<file path="config.mk">
export PLATFORM = sky130hd
export DESIGN_NAME = seq_serializer
export DESIGN_NICKNAME = d
export VERILOG_FILES = /design/src/rtl/seq_pkg.sv /design/src/rtl/seq_pend_buf.sv /design/src/rtl/seq_serializer.sv
export SDC_FILE = /design/constraint.sdc
export NUM_CORES = 1
export LEC_CHECK = 0
export ABC_AREA = 1
export BUFFER_PORTS_ARGS = -buffer_cell sky130_fd_sc_hd__buf_2
export CAP_MARGIN = 15
export CORE_UTILIZATION = 55
export DETAILED_ROUTE_END_ITERATION = 8
export PLACE_DENSITY = 0.75
export SLEW_MARGIN = 40
export SYNTH_ARGS = -nofsm -noshare
export SYNTH_HDL_FRONTEND = slang
export SYNTH_SLANG_ARGS = --single-unit
</file>
<file path="constraint.sdc">
create_clock -name clk -period 1.85 [get_ports clk]
set_clock_uncertainty 0.2 [all_clocks]
set_input_delay 0 -clock clk [delete_from_list [all_inputs] [get_ports clk]]
set_output_delay 0 -clock clk [all_outputs]
set_load 0.01 [all_outputs]
</file>
<file path="src/rtl/seq_pkg.sv">
// Shared types and helpers for the serial source that feeds the 1011 detector.
package seq_pkg;

  typedef enum logic {
    SER_IDLE,
    SER_SHIFT
  } ser_state_t;

  // Width of the bit-index counter for a given word width.
  function automatic int ser_cnt_w(input int width);
    return $clog2(width);
  endfunction

endpackage

</file>
<file path="src/rtl/seq_pend_buf.sv">
// One-word holding register that lets the next word wait while the current one shifts out.
module seq_pend_buf #(
  parameter int WIDTH = 8
) (
  input  logic             clk,
  input  logic             rst,
  input  logic             wr_en,
  input  logic [WIDTH-1:0] wr_data,
  input  logic             rd_en,
  output logic [WIDTH-1:0] rd_data,
  output logic             full
);

  logic [WIDTH-1:0] pend;

  // NOTE: the data word is reset along with the flag so a reset leaves no stale payload visible.
  always_ff @(posedge clk or negedge rst) begin
    if (!rst) begin
      pend <= '0;
      full <= 1'b0;
    end else if (wr_en) begin
      pend <= wr_data;
      full <= 1'b1;
    end else if (rd_en) begin
      full <= 1'b0;
    end
  end

  assign rd_data = pend;

endmodule

</file>
<file path="src/rtl/seq_serializer.sv">
// Parallel-to-serial source: takes WIDTH-bit words over valid/ready and emits one bit per
// clock on dout, streaming back-to-back words gaplessly through a one-word pending buffer.
module seq_serializer
  import seq_pkg::*;
#(
  parameter int WIDTH     = 8,
  parameter bit MSB_FIRST = 1'b1
) (
  input  logic             clk,
  input  logic             rst,
  input  logic [WIDTH-1:0] din,
  input  logic             din_valid,
  output logic             din_ready,
  output logic             dout,
  output logic             dout_valid,
  output logic             busy
);

  localparam int            CW       = ser_cnt_w(WIDTH);
  localparam logic [CW-1:0] CNT_LAST = CW'(WIDTH - 1);
  localparam logic [CW-1:0] CNT_ZERO = '0;

  ser_state_t       state;
  logic [WIDTH-1:0] shreg;
  logic [CW-1:0]    cnt;

  logic             pend_full;
  logic [WIDTH-1:0] pend_data;
  logic             accept;
  logic             last_bit;
  logic             pend_wr;
  logic             pend_rd;

  // Bit idx of word w in transmission order.
  function automatic logic pick(input logic [WIDTH-1:0] w, input logic [CW-1:0] idx);
    return MSB_FIRST ? w[CNT_LAST - idx] : w[idx];
  endfunction

  assign din_ready = !pend_full;
  assign accept    = din_valid && din_ready;
  assign last_bit  = (state == SER_SHIFT) && (cnt == CNT_LAST);
  // Mid-word accepts park in the buffer; a last-bit accept bypasses straight into shreg.
  assign pend_wr   = accept && (state == SER_SHIFT) && !last_bit;
  assign pend_rd   = last_bit && pend_full;

  seq_pend_buf #(
    .WIDTH(WIDTH)
  ) u_pend (
    .clk    (clk),
    .rst    (rst),
    .wr_en  (pend_wr),
    .wr_data(din),
    .rd_en  (pend_rd),
    .rd_data(pend_data),
    .full   (pend_full)
  );

  // NOTE: all state here uses non-blocking assignments so every flop samples pre-edge values.
  always_ff @(posedge clk or negedge rst) begin
    if (!rst) begin
      state      <= SER_IDLE;
      shreg      <= '0;
      cnt        <= '0;
      dout       <= 1'b0;
      dout_valid <= 1'b0;
      busy       <= 1'b0;
    end else begin
      unique case (state)
        SER_IDLE: begin
          if (accept) begin
            shreg      <= din;
            cnt        <= CNT_ZERO;
            dout       <= pick(din, CNT_ZERO);
            dout_valid <= 1'b1;
            busy       <= 1'b1;
            state      <= SER_SHIFT;
          end
        end
        SER_SHIFT: begin
          if (!last_bit) begin
            cnt  <= cnt + CW'(1);
            dout <= pick(shreg, cnt + CW'(1));
          end else if (pend_full) begin
            shreg <= pend_data;
            cnt   <= CNT_ZERO;
            dout  <= pick(pend_data, CNT_ZERO);
          end else if (accept) begin
            shreg <= din;
            cnt   <= CNT_ZERO;
            dout  <= pick(din, CNT_ZERO);
          end else begin
            // Idle gap drives 0s, which can never complete a spurious 1011 downstream.
            dout       <= 1'b0;
            dout_valid <= 1'b0;
            busy       <= 1'b0;
            state      <= SER_IDLE;
          end
        end
        default: state <= SER_IDLE;
      endcase
    end
  end

endmodule
</file>
==> results.ini, run 1 <==
[outcome]
status = finished, final reports clean

[worst_setup_path]
timing.rr.start = u_pend.full
r2r_cells = 6
endpoint = shreg[7]
crit_arrival_ps = 1790
reg2reg_slack_ps = 100
critPathRequiredTime_ps = 1890
path_class = register to register
cp-end-kind = register
start_kind = register
timing.rr.end = shreg[7]
path_max_fanout = 3
worstSetupStartpoint = u_pend.full

[clock_tree]
clock_latency_ps = 320
clkSinkCount = 23
cts_tree = built
htreeDepth = 1
cts_buffers = 3
cts_root_buffer = clkbuf_4
path_clk_slew_ps = 140
cts_buffer_depth = 2

[route]
antenna_left = 0
wl_per_cell_um = 12.5
via_count = 983
post-route-drc-count = 0
first_pass_iters = 4
avgViaCountPerCell = 5.02
wl_um = 2440
drtIter0Drc = 44

[grt]
grt_first_pass_wirelength_um = 3820
antenna_found_initial = 0
grt_max_degree = 24
gr-total-overflow = 0
grt_usage = 0.249
grt_pass1_vias = 903

[synthesis]
synthFlopType = dfrtp_1
yosysMostFrequentCell = nand2_1
ys_warn_count = 0
synth.top_cell.area_share = 0.499
ys_ff_latch = 23
syn_inst = 139
avgSynthCellArea_sq_um = 8.30
synth_nets = 152
yosysSeqAreaShare = 0.499
synthDistinctLibCells = 21
synthArstFlopShare = 1.00
syn-cell-area_sq_um = 1150
synth_top_area_cell = dfrtp_1
ys_top_cells_by_area = dfrtp_1 50%, nand2_1 12%, inv_1 8.1%
synth_edf_count = 0
ys_top_cells_by_count = 36 x nand2_1, 25 x inv_1, 23 x dfrtp_1

[sta]
slew_viol_final = 0
fin_crit_sh = 0.945
rsz0062_at_grt = no
setup_viol = 0
fmax_ghz = 0.572
fin_ws_ps = 103
finalHoldViolCount = 0
slew-limit-headroom = 0.661
period_needed_ps = 1750
tns_ps = 0
worst_pin_slew_ps = 509

[place]
io_buffers = 14
globalplace.congestion = 0.834
pre_cts_ws_ps = 72.8
place.detailed.hpwl_um = 1560

[floorplanning]
dieArea_sq_um = 2280
io_pins = 15
initial_core_util = 0.588
die_h_um = 47.8
die_w_um = 47.8
row_count = 16
core_area_sq_um = 1960

[pwr]
pwr-share-clk = 0.104
p_sw_w = 0.00103
peakVddDrop_mv = 0.968
leakage_nw = 0.724
combPwrFrac = 0.534
p_seq_frac = 0.362
switching_share = 0.442
pwr_density_cell_nw_per_um2 = 1650
p_int_w = 0.00130

[finish]
diodes = 0
area_growth_pct = 22.2
post_route_cells_drive_above_1_share = 0.189
fillers = 161
layout.nets = 183

[min_path]
hp-class = primary input to asynchronous set/reset pin

[run]
drv_cap = 0

==> placed cells by master, fill, tap and decap left out, types with 2 or more instances in the layout <==
cell type and n:
nor2_1 2, ha_1 2, o22ai_1 10, nand2_1 36
nand3_1 6, o21ai_1 2, dlygate4sd3_1 11, dfrtp_1 23
o21ai_0 16, inv_1 25, a21oi_1 2, clkbuf_4 3
buf_4 3, inv_2 3, buf_2 15
==> final cells by class <==
type                            count  area [sq um]  area share
Sequential cell                    23           576       0.408
Multi-Input combinational cell     84           449       0.319
Timing Repair Buffer               29           208       0.147
Inverter                           29           114      0.0807
Tap cell                           27          33.8      0.0240
Clock buffer                        3          22.5      0.0160
Clock inverter                      1          7.51     0.00532
==> worst max-delay path, cell delays in order (launching register included) <==
cell and delay [ps]:
dfrtp_1 430, inv_2 100, nand3_1 100, dlygate4sd3_1 600, o21ai_0 80, nand2_1 90
o21ai_0 70
==> logic make-up after synthesis <==
kind of cell    count (synthesis)  share of synthesized area
compound gates                 32                      0.159
flops                          23                      0.499
simple gates                   50                      0.205
fa+ha+maj                       2                     0.0217
buf+inv                        32                      0.115
==> worst min path at each step <==
stage | startpoint | endpoint | cells after the start
6_report | rst | shreg[1] | 3
5_1_grt | rst | cnt[0] | 3
4_1_cts | din[2] | u_pend.rd_data[2] | 4
3_5_place_dp | rst | shreg[4] | 1
3_3_place_gp | rst | shreg[2] | 1
2_1_floorplan | rst | busy | 0
==> power by group through the flow <==
stage	Clock [W]	Combinational [W]	Sequential (W)
5_1_grt	0.000262	0.00142	0.000875
3_5_place_dp	0	0.00114	0.000855
4_1_cts	0.000240	0.00116	0.000846
3_3_place_gp	0	0.00111	0.000849
2_1_floorplan	0	0.000893	0.000856
6_report	0.000241	0.00124	0.000841
==> state kept, by name, indices dropped and copies added (netlist names) <==
register,cells
state,1
busy,1
u_pend.rd_data,8
dout,1
shreg,8
cnt,3
u_pend.full,1
==> routing by layer <==
metal	vias to the layer above	wire (um)	track usage
met4	0	8	0.0444
met1	456	1120	0.341
met3	2	119	0.0717
li1	502	-	-
met5	-	0	0
met2	23	1190	0.400
==> repair_timing <==
action | 4_1_cts | 5_1_grt
endpoints found under the hold margin | 46 | 0
setup endpoints to repair | 0 | 10
gates resized for setup | 0 | 4
buffers inserted | 0 | 2
hold buffers | 12 | 0
==> metrics by stage <==
step	total power (W)	hold WS [ps]	instances	cell area, sq um	utilization
finish	0.00232	58.9	196	1410	0.719
global route	0.00256	132	196	1410	0.719
CTS	0.00225	286	194	1390	0.709
detailed placement	0.00199	-210	178	1240	0.633
global placement	0.00196	-211	178	1240	0.633
floorplan	0.00175	-496	139	1150	-
Power figures use the tool's default switching activity.
==> run 2: changes to the inputs <==
==> constraint.sdc (replaced) <==
create_clock -name clk -period 1.85 [get_ports clk]
set_clock_uncertainty 0.2 [all_clocks]
set_input_delay 0.0925 -clock clk [delete_from_list [all_inputs] [get_ports clk]]
set_output_delay 0.0925 -clock clk [all_outputs]
set_load 0.01 [all_outputs]
==> run 2 against run 1 <==
Against the previous run: non-clock buffer count down 2; via count up 0.10%; worst setup slack better by 55 ps.
==> results.ini, run 2 (synthesized netlist as in run 1, its figures left out) <==
[finish]
diodes = 0  ; unchanged
layoutNonFillerInstCount = 194  ; was 196
post_route_cells_drive_above_1_share = 0.180  ; was 0.189
layout_commonest_cell = nand2_1  ; unchanged
area_growth_pct = 21.1  ; was 22.2%
layout_common_cells = 36 x nand2_1, 25 x inv_1, 23 x dfrtp_1  ; unchanged
layout.nets = 181  ; was 183

[place]
io_buffers = 14  ; unchanged
dp.cells = 178  ; unchanged
place.detailed.hpwl_um = 1560  ; unchanged
globalplace.congestion = 0.834  ; unchanged

[worst_setup_path]
path_class = register to register  ; unchanged
cp-end-kind = register  ; unchanged
path_max_fanout = 22  ; was 3
critPathRequiredTime_ps = 1910  ; was 1890 ps
start_kind = register  ; unchanged
crit_arrival_ps = 1760  ; was 1790 ps

[floorplanning]
die_w_um = 47.8  ; unchanged
core_area_sq_um = 1960  ; unchanged
row_count = 16  ; unchanged
io_pins = 15  ; unchanged
die_h_um = 47.8  ; unchanged
dieArea_sq_um = 2280  ; unchanged
initial_core_util = 0.588  ; unchanged

[route]
avgViaCountPerCell = 5.07  ; was 5.02
post-route-drc-count = 0  ; unchanged
wl_um = 2320  ; was 2440 um
antenna_left = 0  ; unchanged
first_pass_iters = 4  ; unchanged
drtIter0Drc = 32  ; was 44
via_count = 984  ; was 983
wl_per_cell_um = 11.9  ; was 12.5 um

[clock_tree]
clkSinkCount = 23  ; unchanged
cts_buffer_depth = 2  ; unchanged
path_clk_slew_ps = 130  ; was 140 ps
cts_root_buffer = clkbuf_4  ; unchanged
htreeDepth = 1  ; unchanged
cts_buffers = 3  ; unchanged
cts_tree = built  ; unchanged
clock_latency_ps = 320  ; about the same

[pwr]
pwr_density_cell_nw_per_um2 = 1640  ; was 1650 nW/um^2
peakVddDrop_mv = 0.966  ; was 0.968 mV
leakage_nw = 0.715  ; was 0.724 nW
power_w = 0.00230  ; was 0.00232 W

[grt]
gr-total-overflow = 0  ; unchanged
met1_usage = 0.324  ; was 0.341
grt_max_degree = 24  ; unchanged
grtUsageMet3 = 0.0755  ; was 0.0717
grt_usage = 0.243  ; was 0.249
antenna_found_initial = 0  ; unchanged
met2_usage = 0.395  ; was 0.400
top_usage_layer = met2  ; unchanged
grt_first_pass_wirelength_um = 3760  ; was 3820 um
grt_pass1_vias = 914  ; was 903

[min_path]
hp-class = primary input to asynchronous set/reset pin  ; unchanged

[sta]
slew-limit-headroom = 0.667  ; was 0.661
fin_crit_sh = 0.915  ; was 0.945
worst_pin_slew_ps = 499  ; was 509 ps
rsz0062_at_grt = no  ; unchanged
period_needed_ps = 1690  ; was 1750 ps
slew_viol_final = 0  ; unchanged
fmax_ghz = 0.591  ; was 0.572 GHz
tns_ps = 0  ; unchanged
setup_viol = 0  ; unchanged
finalHoldViolCount = 0  ; unchanged

[outcome]
status = finished, final reports clean  ; unchanged

[run]
drv_cap = 0  ; unchanged

## run 2: cell types whose count changed in the layout (fill, tap and decap cells not counted), sizes merged
| cell | delta |
|---|---|
| buf | -2 |
## run 2: worst paths after layout
check | from | end | depth (start not counted) | slack (ps)
worst max-delay path | cnt[0] | dout | 9 | 160
worst min-delay path | rst | u_pend.rd_data[2] | 2 | 50
worst max register to register | cnt[0] | dout | 9 | 160
worst min register to register | u_pend.rd_data[2] | u_pend.rd_data[2] | 2 | 340
max in group asynchronous | rst | cnt[2] | 2 | 1060
min in group clk | u_pend.rd_data[2] | u_pend.rd_data[2] | 2 | 340
## run 2: area by class of cell
type	instances	area [sq um]
Tap cell	27	33.8
Fill cell	167	564
Multi-Input combinational cell	84	449
Timing Repair Buffer	27	195
Inverter	29	114
Clock buffer	3	22.5
Clock inverter	1	7.51
Sequential cell	23	576
## run 2: timing repair
action | in CTS | in global routing
setup endpoints to repair | 0 | 9
endpoints found under the hold margin | 40 | 0
gates resized for setup | 0 | 4
hold buffers | 11 | 0
buffers inserted | 0 | 1
## run 2: worst max-delay path: stages, from the launching register on
cell,delay (ps)
dfrtp_1,410
ha_1,200
ha_1,220
nor2_4,160
inv_6,110
nor2_1,100
nand2_1,60
nand3_1,80
nand2_1,50
inv_1,40
## run 2: per-stage QoR
step           hold slack, ps  setup slack (ps)  utilization  area (sq um)
5_1_grt                   125              2.83        0.712          1400
3_5_place_dp             -117              72.8        0.633          1240
2_1_floorplan            -403               136            -          1150
6_report                 47.6               157        0.712          1400
3_3_place_gp             -119               101        0.633          1240
4_1_cts                  58.8              25.2        0.704          1380
## run 2: routing by layer
layer  wire length [um]  vias up
met2               1110       22
li1                   -      500
met1               1110      460
met5                  0        -
met4                  7        0
met3                 87        2
## run 2: report_power, final
| part | total [W] | internal [W] | switching, W | leakage [nW] |
|---|---|---|---|---|
| combinational | 0.00121 | 0.000454 | 0.000756 | 0.424 |
| clock | 0.000239 | 0.0000827 | 0.000156 | 0.0139 |
| sequential | 0.000847 | 0.000747 | 0.0000998 | 0.277 |
| total | 0.00230 | 0.00128 | 0.00101 | 0.715 |
==> run 3: changes to the inputs <==
--- a/config.mk
+++ b/config.mk
@@ -8,6 +8,8 @@
 export ABC_AREA = 1
 export BUFFER_PORTS_ARGS = -buffer_cell sky130_fd_sc_hd__buf_2
 export CAP_MARGIN = 15
+export CORE_ASPECT_RATIO = 1.1
+export CORE_MARGIN = 2
 export CORE_UTILIZATION = 55
 export DETAILED_ROUTE_END_ITERATION = 8
 export PLACE_DENSITY = 0.75
==> run 3 against run 2 <==
Against the previous run: clock power about the same; final area down 0.63%; sequential power is essentially flat; worst setup slack worse by 12 ps; cell count up 0.52%; hold slack improved by 27 ps; first-iteration DRC count is 9.4% higher; largest cell class unchanged; global-route usage is 0.061 points lower; sequential share of layout area up 0.26 points; largest power group unchanged; critical path type unchanged; via count increased by 1.6%; core utilization decreased by 1.8 points.
==> results.ini, run 3 (synthesized netlist as in run 1, its figures left out) <==
[pwr]
p_sw_w = 0.000995  ; was 0.00101 W
p_seq_frac = 0.373  ; was 0.369
switching_share = 0.437  ; was 0.441
leakage_nw = 0.716  ; was 0.715 nW
p_int_w = 0.00128  ; about the same
combPwrFrac = 0.524  ; was 0.527
peakVddDrop_mv = 0.976  ; was 0.966 mV
pwr-share-clk = 0.104  ; about the same
pwr_density_cell_nw_per_um2 = 1640  ; about the same

[run]
drv_cap = 0  ; unchanged

[place]
post_dp_cell_area_sq_um = 1240  ; about the same
place.detailed.hpwl_um = 1650  ; was 1560 um
globalplace.congestion = 0.775  ; was 0.834
io_buffers = 14  ; unchanged

[finish]
layout_commonest_cell = nand2_1  ; unchanged
post_route_cells_drive_above_1_share = 0.168  ; was 0.180
fin_area_sq_um = 1390  ; was 1400 sq um
fillers = 179  ; was 167
diodes = 0  ; unchanged
layout.nets = 181  ; unchanged
area_growth_pct = 20.4  ; was 21.1%
layout_common_cells = 36 x nand2_1, 25 x inv_1, 23 x dfrtp_1  ; unchanged

[clock_tree]
cts_tree = built  ; unchanged
cts_buffer_depth = 2  ; unchanged
cts_buffers = 3  ; unchanged
clkSinkCount = 23  ; unchanged
htreeDepth = 1  ; unchanged
path_clk_slew_ps = 130  ; about the same
cts_root_buffer = clkbuf_4  ; unchanged
clock_latency_ps = 310  ; was 320 ps

[worst_setup_path]
cp-end-kind = register  ; unchanged
cp_num_cells = 9  ; unchanged
reg2reg_slack_ps = 150  ; was 160 ps
slowest_delay_ps = 410  ; about the same
crit_path_top_delay_cell = dfrtp_1  ; unchanged
critPathRequiredTime_ps = 1910  ; about the same
timing.rr.end = dout  ; unchanged
worstSetupStartpoint = cnt[0]  ; unchanged
timing.rr.start = cnt[0]  ; unchanged
path_cells = ha_1, ha_1, nor2_4, inv_4, nor2_1, nand2_1, nand3_1, nand2_1, inv_1  ; was ha_1, ha_1, nor2_4, inv_6, nor2_1, nand2_1, nand3_1, nand2_1, inv_1
start_kind = register  ; unchanged
path_max_fanout = 22  ; unchanged
crit_family = adder cells  ; was simple AND/OR/NAND/NOR gates
crit_buf_inv = 2  ; unchanged
r2r_cells = 9  ; unchanged
crit_arrival_ps = 1770  ; was 1760 ps
endpoint = dout  ; unchanged
path_class = register to register  ; unchanged

[grt]
gr-total-overflow = 0  ; unchanged
grt_max_degree = 24  ; unchanged
grt_pass1_vias = 961  ; was 914
grt_first_pass_wirelength_um = 4180  ; was 3760 um
antenna_found_initial = 0  ; unchanged
grt_usage = 0.243  ; about the same

[sta]
slew-limit-headroom = 0.651  ; was 0.667
worst_pin_slew_ps = 524  ; was 499 ps
slew_viol_final = 0  ; unchanged
fin_crit_sh = 0.921  ; was 0.915
setup_viol = 0  ; unchanged
fmax_ghz = 0.587  ; was 0.591 GHz
finalHoldViolCount = 0  ; unchanged
tns_ps = 0  ; unchanged
period_needed_ps = 1700  ; was 1690 ps
rsz0062_at_grt = no  ; unchanged

[floorplanning]
initial_core_util = 0.577  ; was 0.588
dieArea_sq_um = 2480  ; was 2280 sq um
core_area_sq_um = 2000  ; was 1960 sq um
die_h_um = 52.0  ; was 47.8 um
die_w_um = 47.7  ; was 47.8 um
io_pins = 15  ; unchanged
row_count = 17  ; was 16

[route]
avgViaCountPerCell = 5.13  ; was 5.07
wl_per_cell_um = 12.5  ; was 11.9 um
post-route-drc-count = 0  ; unchanged
first_pass_iters = 4  ; unchanged
via_count = 1000  ; was 984
drtIter0Drc = 35  ; was 32
wl_um = 2430  ; was 2320 um
antenna_left = 0  ; unchanged

[outcome]
status = finished, final reports clean  ; unchanged

[min_path]
hp-class = primary input to asynchronous set/reset pin  ; unchanged

run 3: cell type report:
type,count,area (sq um),area share
clock buffer,4,26.3,0.0189
inverter,29,111,0.0802
multi-input combinational,84,445,0.321
sequential,23,576,0.414
tap,28,35.0,0.0252
timing repair buffer,27,195,0.141
run 3: through the flow:
| step | utilization | std cells | hold slack [ps] | power [W] | setup WS (ps) |
|---|---|---|---|---|---|
| after floorplan | - | 139 | -403 | 0.00175 | 136 |
| after global placement | 0.621 | 179 | -114 | 0.00196 | 113 |
| after detailed placement | 0.621 | 179 | -106 | 0.00200 | 35.9 |
| after CTS | 0.690 | 194 | 86.0 | 0.00225 | 5.80 |
| after global routing | 0.695 | 195 | 136 | 0.00251 | 20.1 |
| final | 0.695 | 195 | 74.5 | 0.00228 | 146 |
run 3: per-layer routing:
layer,global-route usage,part of all wire,up-vias
met4,0.108,0.019,0
met2,0.378,0.47,23
li1,-,-,501
met3,0.0208,0.026,6
met1,0.337,0.48,470
met5,0,0,-
run 3: timing repair:
action,CTS,global route
resized for setup,0,2
setup endpoints to repair,0,13
setup buffers,0,1
hold buffers,11,0
endpoints found under the hold margin,41,0
run 3: worst reg2reg max path: stages (launching register included):
cell and delay, ps:
dfrtp_1 410, ha_1 210, ha_1 230, nor2_4 140, inv_4 120, nor2_1 110
nand2_1 60, nand3_1 80, nand2_1 50, inv_1 40
run 3: power groups by stage:
stage          Sequential, W  Clock [W]  Combinational, W
3_5_place_dp        0.000861          0           0.00114
3_3_place_gp        0.000849          0           0.00111
5_1_grt             0.000873   0.000261           0.00138
4_1_cts             0.000850   0.000239           0.00116
6_report            0.000848   0.000236           0.00119
2_1_floorplan       0.000856          0          0.000893
run 3: how the worst min path moves through the flow:
stage                     from        to  slack, ps  cells past startpoint
after floorplan            rst      busy       -400                      0
after global placement     rst  shreg[0]       -110                      1
after detailed placement   rst  shreg[2]       -110                      1
after CTS                  rst  shreg[7]         90                      2
after global routing       rst  shreg[0]        140                      2
final                      rst  shreg[7]         70                      2
